===== config.mk =====
export PLATFORM = sky130hd
export DESIGN_NAME = adder_arbiter
export DESIGN_NICKNAME = d
export VERILOG_FILES = /design/src/rtl/adder_arbiter.sv
export SDC_FILE = /design/constraint.sdc
export NUM_CORES = 1
export LEC_CHECK = 0
export BUFFER_PORTS_ARGS = -buffer_cell sky130_fd_sc_hd__buf_2
export CELL_PAD_IN_SITES_DETAIL_PLACEMENT = 1
export CELL_PAD_IN_SITES_GLOBAL_PLACEMENT = 2
export CORE_UTILIZATION = 32
export DETAILED_ROUTE_END_ITERATION = 8
export MAX_ROUTING_LAYER = met4
export PLACE_DENSITY_LB_ADDON = 0.2
export SLEW_MARGIN = 20
export SYNTH_ARGS = -nofsm -noshare
export SYNTH_HDL_FRONTEND = slang
export SYNTH_SLANG_ARGS = --single-unit

===== constraint.sdc =====
create_clock -name clk -period 3.5 [get_ports clk]
set_input_delay 0.7 -clock clk [delete_from_list [all_inputs] [get_ports clk]]
set_output_delay 0.7 -clock clk [all_outputs]
set_load 0.01 [all_outputs]

===== src/rtl/adder_arbiter.sv =====
// ============================================================================
// Module   : adder_arbiter
// Purpose  : Round-robin arbiter sharing one 4-bit adder among NUM_REQ
//            requesters through an IDLE -> ADD -> DONE handshake FSM.
//            Define ADDER_ARB_CARRY_EN to add the resp_carry output.
// Revision : 1.0 - initial release
// ============================================================================
`default_nettype none

module adder_arbiter #(
    parameter int NUM_REQ = 4
) (
    input  logic                   clk,
    input  logic                   rst_n,
    input  logic [NUM_REQ-1:0]     req,
    input  logic [4*NUM_REQ-1:0]   op_a,
    input  logic [4*NUM_REQ-1:0]   op_b,
    output logic [NUM_REQ-1:0]     ack,
    output logic                   resp_valid,
    input  logic                   resp_ready,
    output logic [2:0]             resp_id,
    output logic [3:0]             resp_sum,
`ifdef ADDER_ARB_CARRY_EN
    output logic                   resp_carry,
`endif
    output logic                   busy
);

    typedef enum logic [1:0] {
        S_IDLE = 2'd0,
        S_ADD  = 2'd1,
        S_DONE = 2'd2
    } state_t;

    state_t     r_state;
    state_t     w_next;

    logic [2:0] r_last;
    logic [2:0] r_id;
    logic [3:0] r_a;
    logic [3:0] r_b;
    logic [3:0] r_sum;

    logic       w_found;
    logic [2:0] w_gnt;
    logic [3:0] w_a;
    logic [3:0] w_b;
    logic       w_handshake;

`ifdef ADDER_ARB_CARRY_EN
    logic [4:0] w_sum;
    logic       r_carry;
    assign w_sum      = {1'b0, r_a} + {1'b0, r_b};
    assign resp_carry = r_carry;
`else
    logic [3:0] w_sum;
    assign w_sum = r_a + r_b;
`endif

    // Round-robin search: lowest offset from last_grant+1 wins, wrapping once.
    always_comb begin
        w_found = 1'b0;
        w_gnt   = '0;
        w_a     = '0;
        w_b     = '0;
        for (int off = 1; off <= NUM_REQ; off++) begin
            for (int j = 0; j < NUM_REQ; j++) begin
                if (!w_found && req[j] &&
                    ((int'(r_last) + off == j) || (int'(r_last) + off - NUM_REQ == j))) begin
                    w_found = 1'b1;
                    w_gnt   = 3'(j);
                    w_a     = op_a[4*j +: 4];
                    w_b     = op_b[4*j +: 4];
                end
            end
        end
    end

    always_ff @(posedge clk) begin
        if (!rst_n) begin
            r_state <= S_IDLE;
        end else begin
            r_state <= w_next;
        end
    end

    // Reset gates ack so an abandoned DONE never pulses a requester.
    always_comb begin
        w_next      = r_state;
        resp_valid  = 1'b0;
        busy        = 1'b1;
        w_handshake = 1'b0;
        ack         = '0;
        case (r_state)
            S_IDLE: begin
                busy = 1'b0;
                if (w_found) begin
                    w_next = S_ADD;
                end
            end
            S_ADD: begin
                w_next = S_DONE;
            end
            S_DONE: begin
                resp_valid = 1'b1;
                if (resp_ready) begin
                    w_handshake = 1'b1;
                    w_next      = S_IDLE;
                end
            end
            default: begin
                w_next = S_IDLE;
            end
        endcase
        for (int j = 0; j < NUM_REQ; j++) begin
            ack[j] = w_handshake && rst_n && (r_id == 3'(j));
        end
    end

    always_ff @(posedge clk) begin
        if (!rst_n) begin
            r_last  <= 3'(NUM_REQ - 1);
            r_id    <= '0;
            r_a     <= '0;
            r_b     <= '0;
            r_sum   <= '0;
`ifdef ADDER_ARB_CARRY_EN
            r_carry <= 1'b0;
`endif
        end else begin
            if (r_state == S_IDLE && w_found) begin
                r_id <= w_gnt;
                r_a  <= w_a;
                r_b  <= w_b;
            end
            if (r_state == S_ADD) begin
                r_sum   <= w_sum[3:0];
`ifdef ADDER_ARB_CARRY_EN
                r_carry <= w_sum[4];
`endif
            end
            if (w_handshake) begin
                r_last <= r_id;
            end
        end
    end

    assign resp_id  = r_id;
    assign resp_sum = r_sum;

endmodule

`default_nettype wire


==> results.json <==
{
  "status": "finished clean",
  "hold_buffers": 0,
  "cts_num_sinks": 18,
  "postCtsSetupBuffers": 0,
  "dpl.hpwl_um": 5820,
  "clock_path_buffers": 2,
  "vdd_drop_max_v": 0.000179,
  "core_area_um2": 5920,
  "syn_inst": 263,
  "holdPathEnd": "resp_sum[1]",
  "hp-start": "resp_sum[1]",
  "reg2reg_slack_ns": 0.99,
  "hold_viol_final": 0,
  "endpoint_kind": "flop",
  "max_freq_mhz": 383,
  "fp.dieW_um": 80.5,
  "clock-root-buffer": "clkbuf_8",
  "slowest_stage": "a21oi_1",
  "ff2ff_path_depth": 6,
  "report.power.total_mw": 0.674,
  "clkPwrFrac_pct": 24.5,
  "gp_congestion": 0.882,
  "path_max_fanout": 21,
  "period_needed_ns": 2.61,
  "drive_gt1_share_pct": 23.3,
  "synth_cell_types": 55,
  "comb_power_share_pct": 37.8,
  "die_area_um2": 6480,
  "num_antenna_cells": 0,
  "fin_crit_sh_pct": 74.5,
  "mappedNetlistArea_um2": 1970,
  "switching_share_pct": 34.4,
  "synth_area_per_cell_um2": 7.50,
  "path_clk_slew_ns": 0.07,
  "instances_no_fill": 375,
  "yosysSeqAreaShare_pct": 18.3,
  "async_flop_share_pct": 0,
  "rows": 28,
  "cts-htree-levels": 1,
  "timing.setup.critical_path_class": "input pin to flop",
  "post_drt_wl_per_cell_um": 19.5,
  "initial_core_util_pct": 33.3,
  "slew_headroom_pct": 40.8,
  "synth_nets": 306,
  "switching_power_mw": 0.232,
  "holdPathStages": 1,
  "fin_skew_ns": 0.00431,
  "tns_ns": 0,
  "boundaryPins": 52,
  "cp.required_ns": 3.64,
  "grt_pass1_wl_um": 11500,
  "mostFrequentLayoutCell": "buf_2",
  "tightest_slew_ns": 0.877,
  "wl_um": 7300,
  "io_buffers": 50,
  "cts_tree": "yes",
  "setup.worst_path.start_class": "input pin",
  "setup_viol": 0,
  "vias": 2330,
  "timing.rr.start": "r_last[1]",
  "crit_path_frequent_cell": "a21oi_1",
  "antenna_found_initial": 0,
  "power.internal_mw": 0.442,
  "drv_slew": 0,
  "crit_path_max_incr_delay_ns": 0.69,
  "grt_use_total_pct": 23.7,
  "die_height_um": 80.5,
  "antenna_left": 0,
  "arrival_ns": 2.75,
  "min_path_type": "flop to flop",
  "p_per_area_nw_per_um2": 291,
  "power.leakage_nw": 0.952,
  "via_per_inst": 6.21,
  "max_cap_violations": 0,
  "grt_pass1_vias": 2269,
  "hold_ws_ns": 0.497,
  "cts_resized": 0,
  "drc": 0,
  "r2r-end": "r_b[1]",
  "yosysWarnings": 0,
  "synth-seq-cells": 18,
  "path_cells": "buf_2 > nor2_1 > a21oi_1 > nand2_1 > o221ai_1 > a21oi_1 > o21a_1",
  "grt_max_degree": 24,
  "rsz0062_at_grt": "false",
  "dp_cells": 371,
  "areaGrowthSynthToFinish_pct": 17.2,
  "nNetsFinal": 344,
  "drtIter0Drc": 101,
  "overflow": 0,
  "dr.pass1.iters": 4,
  "worstSkewPairLatency_ns": 0.25,
  "final_cell_mix": "50 x buf_2, 32 x nand2_1, 18 x dfxtp_1, 17 x nor2_1, 13 x o21ai_0",
  "num-fill-cells": 766,
  "numCtsBuffers": 3,
  "seqPwrFrac_pct": 37.8,
  "synth_edf_count": 0,
  "ys.flop_type": "dfxtp_1"
}
metal layers:
| metal | wire length, um | up-vias | global-route usage [%] | part of all wire (%) |
|---|---|---|---|---|
| li1 | - | 1116 | - | - |
| met1 | 3480 | 1125 | 31.2 | 48 |
| met2 | 3330 | 75 | 37.8 | 46 |
| met3 | 338 | 14 | 1.82 | 4.6 |
| met4 | 157 | 0 | 8.75 | 2.2 |
| met5 | 0 | - | - | 0 |
critical path: cells and delay by family:
kind / cells / cell delay [ns]
AOI/OAI and AO/OA: 4 / 1.13
and+or+nand+nor: 2 / 0.58
buffers and inverters: 1 / 0.32
how the worst max path moves through the flow:
stage / from / end / slack [ns] / cells past startpoint
after floorplan: req[3] / r_b[1] / 1.10 / 7
after global placement: req[2] / r_b[1] / 0.67 / 7
after global routing: req[1] / r_b[1] / 0.70 / 7
after detailed placement: req[2] / r_b[1] / 0.66 / 7
after CTS: req[2] / r_b[1] / 0.90 / 7
final: req[2] / r_b[1] / 0.89 / 7
flip-flops by register name, indices dropped and copies added, names as in the netlist:
register  count
resp_sum      4
r_a           4
r_b           4
r_last        2
r_state       2
resp_id       2
cells by family (layout without fill, tap and decap cells):
logic type / after synthesis / count (layout) / share of synthesized area (%)
AOI/OAI and AO/OA: 99 / 99 / 38.9
xor gates and xnor gates: 3 / 3 / 1.33
adders and majority gates: 4 / 4 / 2.92
buffers and inverters: 27 / 64 / 6.02
DFF: 18 / 18 / 18.3
muxes: 7 / 7 / 4.19
other: 1 / 1 / 0.190
and+or+nand+nor: 104 / 104 / 28.2
metrics by stage:
stage | worst slack (ns) | instance area [um^2] | util, %
after global routing | 0.704 | 2310 | 39.1
final | 0.891 | 2310 | 39.1
after floorplan | 1.10 | 1970 | -
after detailed placement | 0.657 | 2260 | 38.1
after global placement | 0.666 | 2260 | 38.1
after CTS | 0.904 | 2310 | 39.1
cells in the mapped netlist, drive strengths merged (5+ instances only):
library cell	number	area share, %
a31oi	8	2.5
nor2b	10	3.2
buf	7	2.2
and3	9	2.9
nand3	11	2.8
nand2	32	6.1
mux2i	6	3.0
o21ai	13	3.3
a221oi	7	3.1
a221o	11	5.6
dfxtp	18	18
clkbuf	16	3.0
nor2	17	3.2
o221ai	10	4.4
a32oi	6	2.7
and2	5	1.6
a21oi	12	3.0
power by group through the flow:
| stage | logic, mW | clock network [mW] | registers, mW |
|---|---|---|---|
| after floorplan | 0.164 | 0 | 0.255 |
| after global placement | 0.249 | 0 | 0.259 |
| after detailed placement | 0.253 | 0 | 0.260 |
| after CTS | 0.255 | 0.169 | 0.255 |
| after global routing | 0.282 | 0.178 | 0.259 |
| final | 0.255 | 0.165 | 0.255 |
area by class of cell:
type | count | area, um^2 | area share [%]
Tap cell | 75 | 93.8 | 4.06
Multi-Input combinational cell | 218 | 1490 | 64.6
Clock buffer | 4 | 55.1 | 2.38
Timing Repair Buffer | 56 | 295 | 12.8
Sequential cell | 18 | 360 | 15.6
Inverter | 4 | 15.0 | 0.649
Power figures use the tool's default switching activity.
